===== config.mk =====
export PLATFORM = sky130hd
export DESIGN_NAME = mul_seq_ctrl
export DESIGN_NICKNAME = d
export VERILOG_FILES = /design/src/rtl/mul_pkg.sv /design/src/rtl/mul_seq_ctrl_add.sv /design/src/rtl/mul_seq_ctrl.sv
export SDC_FILE = /design/constraint.sdc
export NUM_CORES = 1
export LEC_CHECK = 0
export CAP_MARGIN = 20
export CORE_ASPECT_RATIO = 1.2
export CORE_MARGIN = 3
export CORE_UTILIZATION = 25
export DETAILED_ROUTE_END_ITERATION = 8
export PLACE_DENSITY_LB_ADDON = 0.08
export REMOVE_ABC_BUFFERS = 1
export SYNTH_ARGS = -nofsm -noshare
export SYNTH_HDL_FRONTEND = slang
export SYNTH_SLANG_ARGS = --single-unit

===== constraint.sdc =====
create_clock -name clk -period 9.05 [get_ports clk]
set_clock_uncertainty 0.05 [all_clocks]
set_input_delay 1.81 -clock clk [delete_from_list [all_inputs] [get_ports clk]]
set_output_delay 1.81 -clock clk [all_outputs]
set_load 0.05 [all_outputs]

===== src/rtl/mul_pkg.sv =====
// Shared definitions for the sequential multiplier: FSM states, default operand
// width and the iteration-counter width helper.
package mul_pkg;

  localparam int MUL_WIDTH = 32;

  function automatic int mul_cnt_width(input int width);
    return $clog2(width) + 1;
  endfunction

  localparam int MUL_CNT_W = mul_cnt_width(MUL_WIDTH);

  typedef enum logic [1:0] {
    IDLE = 2'd0,
    CALC = 2'd1,
    DONE = 2'd2
  } mul_state_t;

endpackage


===== src/rtl/mul_seq_ctrl_add.sv =====
// add_32: gate-level WIDTH-bit adder with carry-out, built from 4-bit
// carry-lookahead groups that ripple into each other. WIDTH must be a multiple of 4.
module add_32
  import mul_pkg::*;
#(
  parameter int WIDTH = MUL_WIDTH
) (
  input  logic [WIDTH-1:0] a,
  input  logic [WIDTH-1:0] b,
  input  logic             cin,
  output logic [WIDTH-1:0] sum,
  output logic             cout
);

  localparam int GROUPS = WIDTH / 4;

  for (genvar gi = 0; gi < GROUPS; gi++) begin : g_cla
    localparam int B = gi * 4;
    logic       ci;
    logic [3:0] p;
    logic [3:0] g;
    logic [4:0] cc;

    // Each group's carry-in is the previous group's carry-out.
    if (gi == 0) begin : g_first
      assign ci = cin;
    end else begin : g_next
      assign ci = g_cla[gi-1].cc[4];
    end

    assign p = a[B+3:B] ^ b[B+3:B];
    assign g = a[B+3:B] & b[B+3:B];

    assign cc[0] = ci;
    assign cc[1] = g[0] | (p[0] & ci);
    assign cc[2] = g[1] | (p[1] & g[0]) | (p[1] & p[0] & ci);
    assign cc[3] = g[2] | (p[2] & g[1]) | (p[2] & p[1] & g[0])
                 | (p[2] & p[1] & p[0] & ci);
    assign cc[4] = g[3] | (p[3] & g[2]) | (p[3] & p[2] & g[1])
                 | (p[3] & p[2] & p[1] & g[0])
                 | (p[3] & p[2] & p[1] & p[0] & ci);

    assign sum[B+3:B] = p ^ cc[3:0];
  end

  assign cout = g_cla[GROUPS-1].cc[4];

endmodule


===== src/rtl/mul_seq_ctrl.sv =====
// Unsigned shift-and-add multiplier controller: one shared adder, WIDTH iterations,
// 2*WIDTH-bit product. Optional early termination via macro MUL_EARLY_TERM_EN.
module mul_seq_ctrl
  import mul_pkg::*;
#(
  parameter int WIDTH = MUL_WIDTH
) (
  input  logic               clk,
  input  logic               rst_n,
  input  logic               start,
  input  logic [WIDTH-1:0]   op_a,
  input  logic [WIDTH-1:0]   op_b,
  output logic               busy,
  output logic               done,
  output logic [2*WIDTH-1:0] product
);

  localparam int            CW   = mul_cnt_width(WIDTH);
  localparam logic [CW-1:0] LAST = CW'(WIDTH - 1);

  mul_state_t         state;
  logic [WIDTH-1:0]   mcand;
  logic [WIDTH-1:0]   hi;
  logic [WIDTH-1:0]   lo;
  logic [CW-1:0]      count;

  logic [WIDTH-1:0]   addend;
  logic [WIDTH-1:0]   sum;
  logic               carry;
  logic [2*WIDTH-1:0] p_next;
  logic               early_hit;
  logic [2*WIDTH-1:0] early_p;

  assign addend = lo[0] ? mcand : '0;

  add_32 #(.WIDTH(WIDTH)) u_add (
    .a    (hi),
    .b    (addend),
    .cin  (1'b0),
    .sum  (sum),
    .cout (carry)
  );

  // The adder carry lands in the MSB of hi as the whole register shifts right.
  assign p_next = {carry, sum, lo[WIDTH-1:1]};

`ifdef MUL_EARLY_TERM_EN
  logic [WIDTH-1:0] pending_mask;
  logic [CW-1:0]    drain;

  // Low WIDTH-count bits of lo are the multiplier bits not yet consumed.
  assign pending_mask = {WIDTH{1'b1}} >> count;
  assign drain        = CW'(WIDTH) - count;
  assign early_hit    = ((lo & pending_mask) == '0);
  assign early_p      = {hi, lo} >> drain;
`else
  assign early_hit = 1'b0;
  assign early_p   = '0;
`endif

  always_ff @(posedge clk or negedge rst_n) begin
    if (!rst_n) begin
      state   <= IDLE;
      busy    <= 1'b0;
      done    <= 1'b0;
      product <= '0;
      mcand   <= '0;
      hi      <= '0;
      lo      <= '0;
      count   <= '0;
    end else begin
      case (state)
        IDLE: begin
          done <= 1'b0;
          if (start) begin
            mcand <= op_a;
            hi    <= '0;
            lo    <= op_b;
            count <= '0;
            busy  <= 1'b1;
            state <= CALC;
          end
        end
        CALC: begin
          if (early_hit) begin
            product <= early_p;
            done    <= 1'b1;
            state   <= DONE;
          end else begin
            hi    <= p_next[2*WIDTH-1:WIDTH];
            lo    <= p_next[WIDTH-1:0];
            count <= count + 1'b1;
            if (count == LAST) begin
              product <= p_next;
              done    <= 1'b1;
              state   <= DONE;
            end
          end
        end
        DONE: begin
          done  <= 1'b0;
          busy  <= 1'b0;
          state <= IDLE;
        end
        default: begin
          done  <= 1'b0;
          busy  <= 1'b0;
          state <= IDLE;
        end
      endcase
    end
  end

endmodule


# --- After elaboration in Yosys (flattened, before gate mapping) ---
# Cells that the tools add are included.
classes:
  add_sub_neg: 1
  n_eq_ne: 4
  muxes: 14
  n_bitwise: 222
  reduce_logical: 7
ops:
  columns: ["op", "count"]
  rows:
  - ["32-bit case mux with 2 select lines", 2]
  - ["1-bit bitwise AND", 121]
  - ["32-bit two-way mux", 3]
  - ["1-bit bitwise OR", 76]
  - ["4-bit XOR", 16]
  - ["4-bit bitwise AND", 8]
  - ["6-bit case mux with 2 select lines", 1]
  - ["2-bit AND reduction", 5]
  - ["6-bit by 1-bit adder with 6-bit output, second input constant", 1]
  - ["6-bit by 5-bit equality test with 1-bit output, second input constant", 1]
  - ["6-bit two-way mux", 1]
  - ["2-bit two-way mux", 2]
  - ["2-bit inequality test, second input constant", 2]
  - ["2-bit case mux with 2 select lines", 1]
  - ["1-bit two-way mux", 3]
  - ["2-bit by 1-bit equality test with 1-bit output, second input constant", 1]
  - ["2-bit zero test", 1]
  - ["1-bit case mux with 2 select lines", 1]
  - ["2-bit nonzero test", 1]
  - ["1-bit NOT", 1]
word_totals:
  ff_bits: 170
  in_bits: 67
  out_inout_bits: 66

# --- Longest topological paths before layout ---
# Gate-level depths: netlist of run 1.
logic_depth:
  depth_word: 22
  ltp_mapped: 14
  mapped_depth_nobuf: 13

# --- Cells and area by module ---
# Synthesis of run 1 repeated with hierarchy kept, for this count alone.
hier_totals:
  hier_cells: 667
  hier_area_um2: 8227.9
modules_own_cells:
  columns: ["module", "n_inst", "cells_each", "area_each_um2"]
  rows:
  - ["mul_seq_ctrl", 1, 504, 6799.0]
  - ["add_32", 1, 163, 1428.9]

# --- Least setup slack after synthesis of run 1 ---
# No wires, ideal clock.
synth_path:
  path_type: "input -> register"
  from: "input port start"
  to: "register busy"
  setup_time_ns: 0.142
  arrival_ns: 2.728
  slack_ns: 6.130
  path_stages: 6
  n_path_buf: 3
  path_cell_list: "nor2b_1 -> clkbuf_1 -> nand2b_1 -> clkbuf_1 -> clkbuf_1 -> o21ai_0"
synth_between:
  elab_chain_len: 2
synth_rtl:
  columns: ["element", "line_no", "rtl"]
  rows:
  - ["start, declared", "mul_seq_ctrl.sv:10", "input logic start,"]
  - ["2-bit inequality test (no source line)", null, null]
  - ["2-bit AND reduction (no source line)", null, null]
  - ["end signal, assigned", "mul_seq_ctrl.sv:64", "busy <= 1'b0;"]
  - ["end signal, assigned", "mul_seq_ctrl.sv:80", "busy <= 1'b1;"]
  - ["end signal, assigned", "mul_seq_ctrl.sv:102", "busy <= 1'b0;"]
  - ["end, declared", "mul_seq_ctrl.sv:13", "output logic busy,"]
# Every way passes these cells.
# A chain may end at the register's enable or synchronous reset.

# --- Final worst setup path of run 1 ---
layout_path:
  from: "input port start"
  to: "register mcand[20]"
layout_between:
  elab_chain_len: 1
layout_rtl:
  columns: ["element", "line_no", "rtl"]
  rows:
  - ["2-bit AND reduction (no source line)", null, null]
  - ["end signal, assigned", "mul_seq_ctrl.sv:76", "mcand <= op_a;"]
  - ["end, declared", "mul_seq_ctrl.sv:22", "logic [WIDTH-1:0] mcand;"]
# Every way passes these cells.

==> flow_summary.yaml, run 1 <==
pwr:
  leakage_nw: 5.05
  power_density_nw_per_um2: 341
  ir_drop_v: 0.000129
timing:
  rsz0062_at_grt: "no"
  timing.fmax_mhz: 277
  setup-violations-final: 0
  fin_crit_sh_pct: 39.9
  slew_headroom_pct: 37.4
  hold_viol_final: 0
  slew_violations: 0
  post-route-min-period_ps: 3610
  tns_ps: 0
  max_slew.worst_pin.slew_ps: 939
job:
  drv_cap: 0
floorplanning:
  die_y_um: 206
  die_x_um: 173
  rows: 72
  io_pins: 133
  core_um2: 32600
  design.die.area_um2: 35600
  start_util_pct: 25.6
worst_setup_path:
  start_kind: "primary input"
  crit_required_ps: 9360
  critPathKind: "in -> reg"
  path_cells: "clkdlybuf4s50_1, buf_4, nor2b_2, nor2b_2, buf_4, nand2_1, nand2_1"
  critical_path.max_stage_delay_ps: 480
  critPathSlowestCell: "nor2b_2"
  worstPathMaxFanout: 34
  crit_family: "buffers and inverters"
  arrival_ps: 3920
  cp-end-kind: "flip-flop"
  worst-path-buf-inv: 3
cells_and_area:
  syn2layout_area_growth_pct: 28.1
  nNetsFinal: 1102
  multi_input_area_um2: 3860
  fill_cells: 3488
  seq_area_um2: 4250
  fin_cells: 1451
  drive_above_1_share_pct: 6.17
clock_network:
  numCtsBuffers: 17
  postCtsHoldBufs: 0
  cts-root-buf: "clkbuf_16"
  clk_path_buf_depth: 2
  path_clk_slew_ps: 60
  tritoncts: "built"
  cts.repair.resized: 0
  cts_setup_buffers: 0
  cts_num_sinks: 170
  htreeDepth: 4
  insertion_delay_ps: 420
yosys:
  synth_area_leaders: "dfrtp_1 51%, nand2_1 12%, ha_1 4.9%"
  synth_seq_area_share_pct: 51.0
  synth_seq_cells: 170
  synth_most_common_cell: "nand2_1"
  async_flop_share_pct: 100
  synth_common_cells: "264 x nand2_1, 170 x dfrtp_1, 57 x o21ai_0, 49 x clkbuf_1, 46 x a21oi_1"
  synth_edf_count: 0
  syn_area_um2: 8350
  synth.distinct_cells: 48
  postSynthCellCount: 881
  syn_area_per_cell_um2: 9.48
  synthFlopType: "dfrtp_1"
  yosysTopAreaCell: "dfrtp_1"
  yosys_warnings: 0
  yosysTopAreaCellShare_pct: 51.0
detailed_routing:
  vias: 6453
  drc_errors: 0
  postRouteAntennaNets: 0
  routedWlPerCell_um: 16.5
  wirelength_um: 23900
  vias_per_cell: 4.45
  drt_iter0_drc: 266
  drt_pass1_iterations: 4
grt:
  grt_max_degree: 105
  grt_use_total_pct: 13.8
  grt.overflow.total: 0
  antenna_found_initial: 0
  first_global_vias: 6793
  grt_pass1_wl_um: 39000
placed_design:
  gp_congestion: 0.731
  hpwl_um: 15300
  placed_cells: 1419
  io_buffers: 132
min_path:
  hold_class: "reg -> reg"
run_status:
  outcome: "completed"
-- power by group --
part	leakage (nW)	switching (mW)	total, mW	internal (mW)
sequential	2.08	0.206	1.27	1.07
clock	0.268	0.305	0.713	0.409
combinational	2.70	1.02	1.66	0.642
-- layout make-up --
cell class	count	share of cell area [%]
Antenna cell	2	0.0468
Clock buffer	21	4.21
Clock inverter	9	0.936
Inverter	14	0.491
Multi-Input combinational cell	647	36.1
Sequential cell	170	39.8
Tap cell	444	5.19
Timing Repair Buffer	144	13.2
-- placed cells by master (no fill, tap or decap), types with 4 or more instances in the layout --
cell | netlist | layout
nand3_1 | 4 | 4
mux2_2 | 9 | 9
a21oi_1 | 46 | 46
clkdlybuf4s50_1 | 0 | 131
a22o_1 | 26 | 26
inv_1 | 13 | 13
o31ai_1 | 4 | 4
xnor2_1 | 8 | 8
clkinv_2 | 0 | 5
dfrtp_1 | 170 | 170
o21ai_0 | 57 | 57
a22oi_1 | 31 | 31
nand4_1 | 5 | 5
fa_1 | 8 | 8
nor2_1 | 15 | 15
nor2b_1 | 37 | 34
clkbuf_16 | 0 | 17
and2_1 | 32 | 32
nand2_1 | 264 | 263
buf_4 | 0 | 12
ha_1 | 33 | 33
nand2b_1 | 5 | 5
a21o_1 | 15 | 15
xor2_1 | 12 | 12
-- metal layers --
metal	track usage, %	vias to the layer above	share of wire (%)	routed length, µm
li1	-	3197	-	-
met1	18.7	3165	48	11600
met2	22.6	81	49	11600
met3	2.54	10	2.4	569
met4	3.71	0	0.69	164
met5	0	-	0	0
-- flip-flops by register name, summed over array words and instances (netlist names) --
register  flops
hi           32
count         6
state         2
lo           32
busy          1
product      64
done          1
mcand        32
-- tightest hold or removal path, cell delays in order, from the launching register on --
cell and delay, ps:
dfrtp_1 330, nand2_1 50, nand2_1 50
-- stage by stage --
| stage | total power [mW] | area (µm²) | util, % | setup WS, ps | hold WS, ps |
|---|---|---|---|---|---|
| 2_1_floorplan | 2.39 | 8150 | - | 2920 | 387 |
| 3_5_place_dp | 2.97 | 10100 | 31.1 | 4960 | 405 |
| 4_1_cts | 3.71 | 10700 | 32.8 | 5410 | 421 |
| 6_report | 3.65 | 10700 | 32.8 | 5440 | 416 |
| 3_3_place_gp | 2.97 | 10100 | 31.1 | 5030 | 401 |
| 5_1_grt | 3.92 | 10700 | 32.8 | 5230 | 447 |
-- logic make-up (layout without fill, tap and decap cells) --
logic type | after synthesis | in the layout | share of synthesized area (%)
adder cells (fa/ha/maj) | 41 | 41 | 6.86
AND/OR/NAND/NOR | 373 | 373 | 19.6
buffers and inverters | 64 | 188 | 2.97
AO/OA/AOI/OAI | 202 | 202 | 16.0
other | 0 | 2 | 0
flip-flops | 170 | 170 | 51.0
multiplexers | 11 | 11 | 1.51
XOR/XNOR | 20 | 20 | 2.10
-- worst paths after layout --
path | cells after the start | end | slack (ps) | start
setup / recovery | 7 | mcand[20] | 5440 | start
hold reg to reg | 2 | mcand[20] | 420 | mcand[20]
setup reg to reg | 11 | hi[27] | 5620 | lo[0]
min in group asynchronous | 1 | product[60] | 1460 | rst_n
hold / removal | 2 | mcand[20] | 420 | mcand[20]
max in group asynchronous | 2 | lo[28] | 5980 | rst_n
Power figures use the tool's default switching activity.
==> run 2, diff against run 1 <==
- clock period: 9.05 -> 3.5 ns (I/O delays scaled with it)
==> flow_summary.yaml, run 2 (same netlist as run 1, synthesis figures left out) <==
detailed_routing:
  wirelength_um: 24100
  drt_pass1_iterations: 4
  routedWlPerCell_um: 16.5
  drc_errors: 0
  vias_per_cell: 4.43
  drt_iter0_drc: 347
  vias: 6457
  postRouteAntennaNets: 0
floorplanning:
  rows: 72
  core_um2: 32600
  start_util_pct: 25.6
  die_x_um: 173
  design.die.area_um2: 35600
  die_y_um: 206
  io_pins: 133
timing:
  hold_viol_final: 0
  setup-violations-final: 0
  slew_headroom_pct: 47.0
  fin_crit_sh_pct: 90.5
  post-route-min-period_ps: 3170
  rsz0062_at_grt: "no"
  timing.fmax_mhz: 316
  tns_ps: 0
  max_slew.worst_pin.slew_ps: 795
  slew_violations: 0
cells_and_area:
  largest_register_ffs: 64
  nNetsFinal: 1107
  final_common_cell: "nand2_1"
  utilization_pct: 33.3
  regMostFlops: "product"
  layout_common_cells: "263 x nand2_1, 170 x dfrtp_1, 131 x clkdlybuf4s50_1"
  drive_above_1_share_pct: 6.82
  syn2layout_area_growth_pct: 29.9
  design_area_um2: 10800
clock_network:
  postCtsHoldBufs: 0
  cts_setup_buffers: 0
  clk_path_buf_depth: 2
  path_clk_slew_ps: 70
  cts-root-buf: "clkbuf_16"
  insertion_delay_ps: 430
  cts_num_sinks: 170
  htreeDepth: 4
  numCtsBuffers: 17
  cts.repair.resized: 0
  tritoncts: "built"
worst_setup_path:
  cp-end-kind: "flip-flop"
  arrival_ps: 3430
  crit_required_ps: 3760
  r2r_cells: 11
  start_kind: "flip-flop"
  crit_start: "lo[0]"
  worstPathMaxFanout: 18
  critPathKind: "reg -> reg"
  timing.rr.start: "lo[0]"
  rr_endpoint: "hi[27]"
  regToRegSetupSlack_ps: 330
placed_design:
  io_buffers: 132
  dpl-instance-area_um2: 10200
  gp_congestion: 0.765
  hpwl_um: 16100
pwr:
  intPower_mw: 5.67
  power_density_nw_per_um2: 893
  p_sw_share_pct: 41.5
  power_frac_clock_pct: 21.3
  switching_power_mw: 4.01
  power.combinational.fraction_pct: 44.4
  seqPwrFrac_pct: 34.3
  ir_drop_v: 0.000294
  leakage_nw: 5.11
grt:
  antenna_found_initial: 0
  use_met2_pct: 23.2
  first_global_vias: 6869
  grt_use_total_pct: 13.9
  grtUsageMet3_pct: 2.39
  grt-busiest-layer: "met2"
  grt_pass1_wl_um: 39200
  grt.overflow.total: 0
  grt_max_degree: 62
  grtUsageMet1_pct: 18.7
run_status:
  outcome: "completed"
job:
  drv_cap: 0
min_path:
  hold_class: "in -> async"
run 2: through the flow:
stage | total power, mW | hold WS, ps | std cells | worst slack (ps)
2_1_floorplan | 6.19 | 354 | 831 | -2630
5_1_grt | 10.4 | 221 | 1456 | 62.1
3_5_place_dp | 7.74 | 407 | 1424 | 279
6_report | 9.69 | 191 | 1457 | 333
4_1_cts | 9.87 | 203 | 1456 | 274
3_3_place_gp | 7.71 | 405 | 1424 | 343
run 2: critical path: stages (launching register included):
cell and delay, ps:
dfrtp_1 410, buf_12 160, and2_1 130, ha_1 320
o21ai_0 130, o21ai_0 320, nand4_1 210, a21oi_1 300
nor2_1 100, o21ai_0 240, fa_1 470, a22o_1 200
run 2: layer usage:
layer	share of wire, %	up-vias
li1	-	3225
met1	47	3132
met2	50	88
met3	2.4	12
met4	0.93	0
met5	0	-
run 2: power by group through the flow:
stage               clock network (mW)  logic, mW  registers [mW]
floorplan                            0       1.66            4.53
global placement                     0       4.34            3.37
detailed placement                   0       4.37            3.36
CTS                               2.15       4.38            3.34
global route                      2.22       4.71            3.45
finish                            2.06       4.30            3.32
run 2: final cells by class:
class	instances	area [µm²]
clock buffer	22	464
multi-input combinational	647	3860
timing repair buffer	149	1490
sequential	170	4250
tap	444	556
inverter	14	52.6
clock inverter	10	164
antenna	1	2.50
fill	3425	21800
run 2: how the worst max path moves through the flow:
stage,to,slack (ps)
2_1_floorplan,product[62],-2630
3_3_place_gp,hi[27],340
3_5_place_dp,hi[27],280
4_1_cts,hi[27],270
5_1_grt,hi[27],60
6_report,hi[27],330
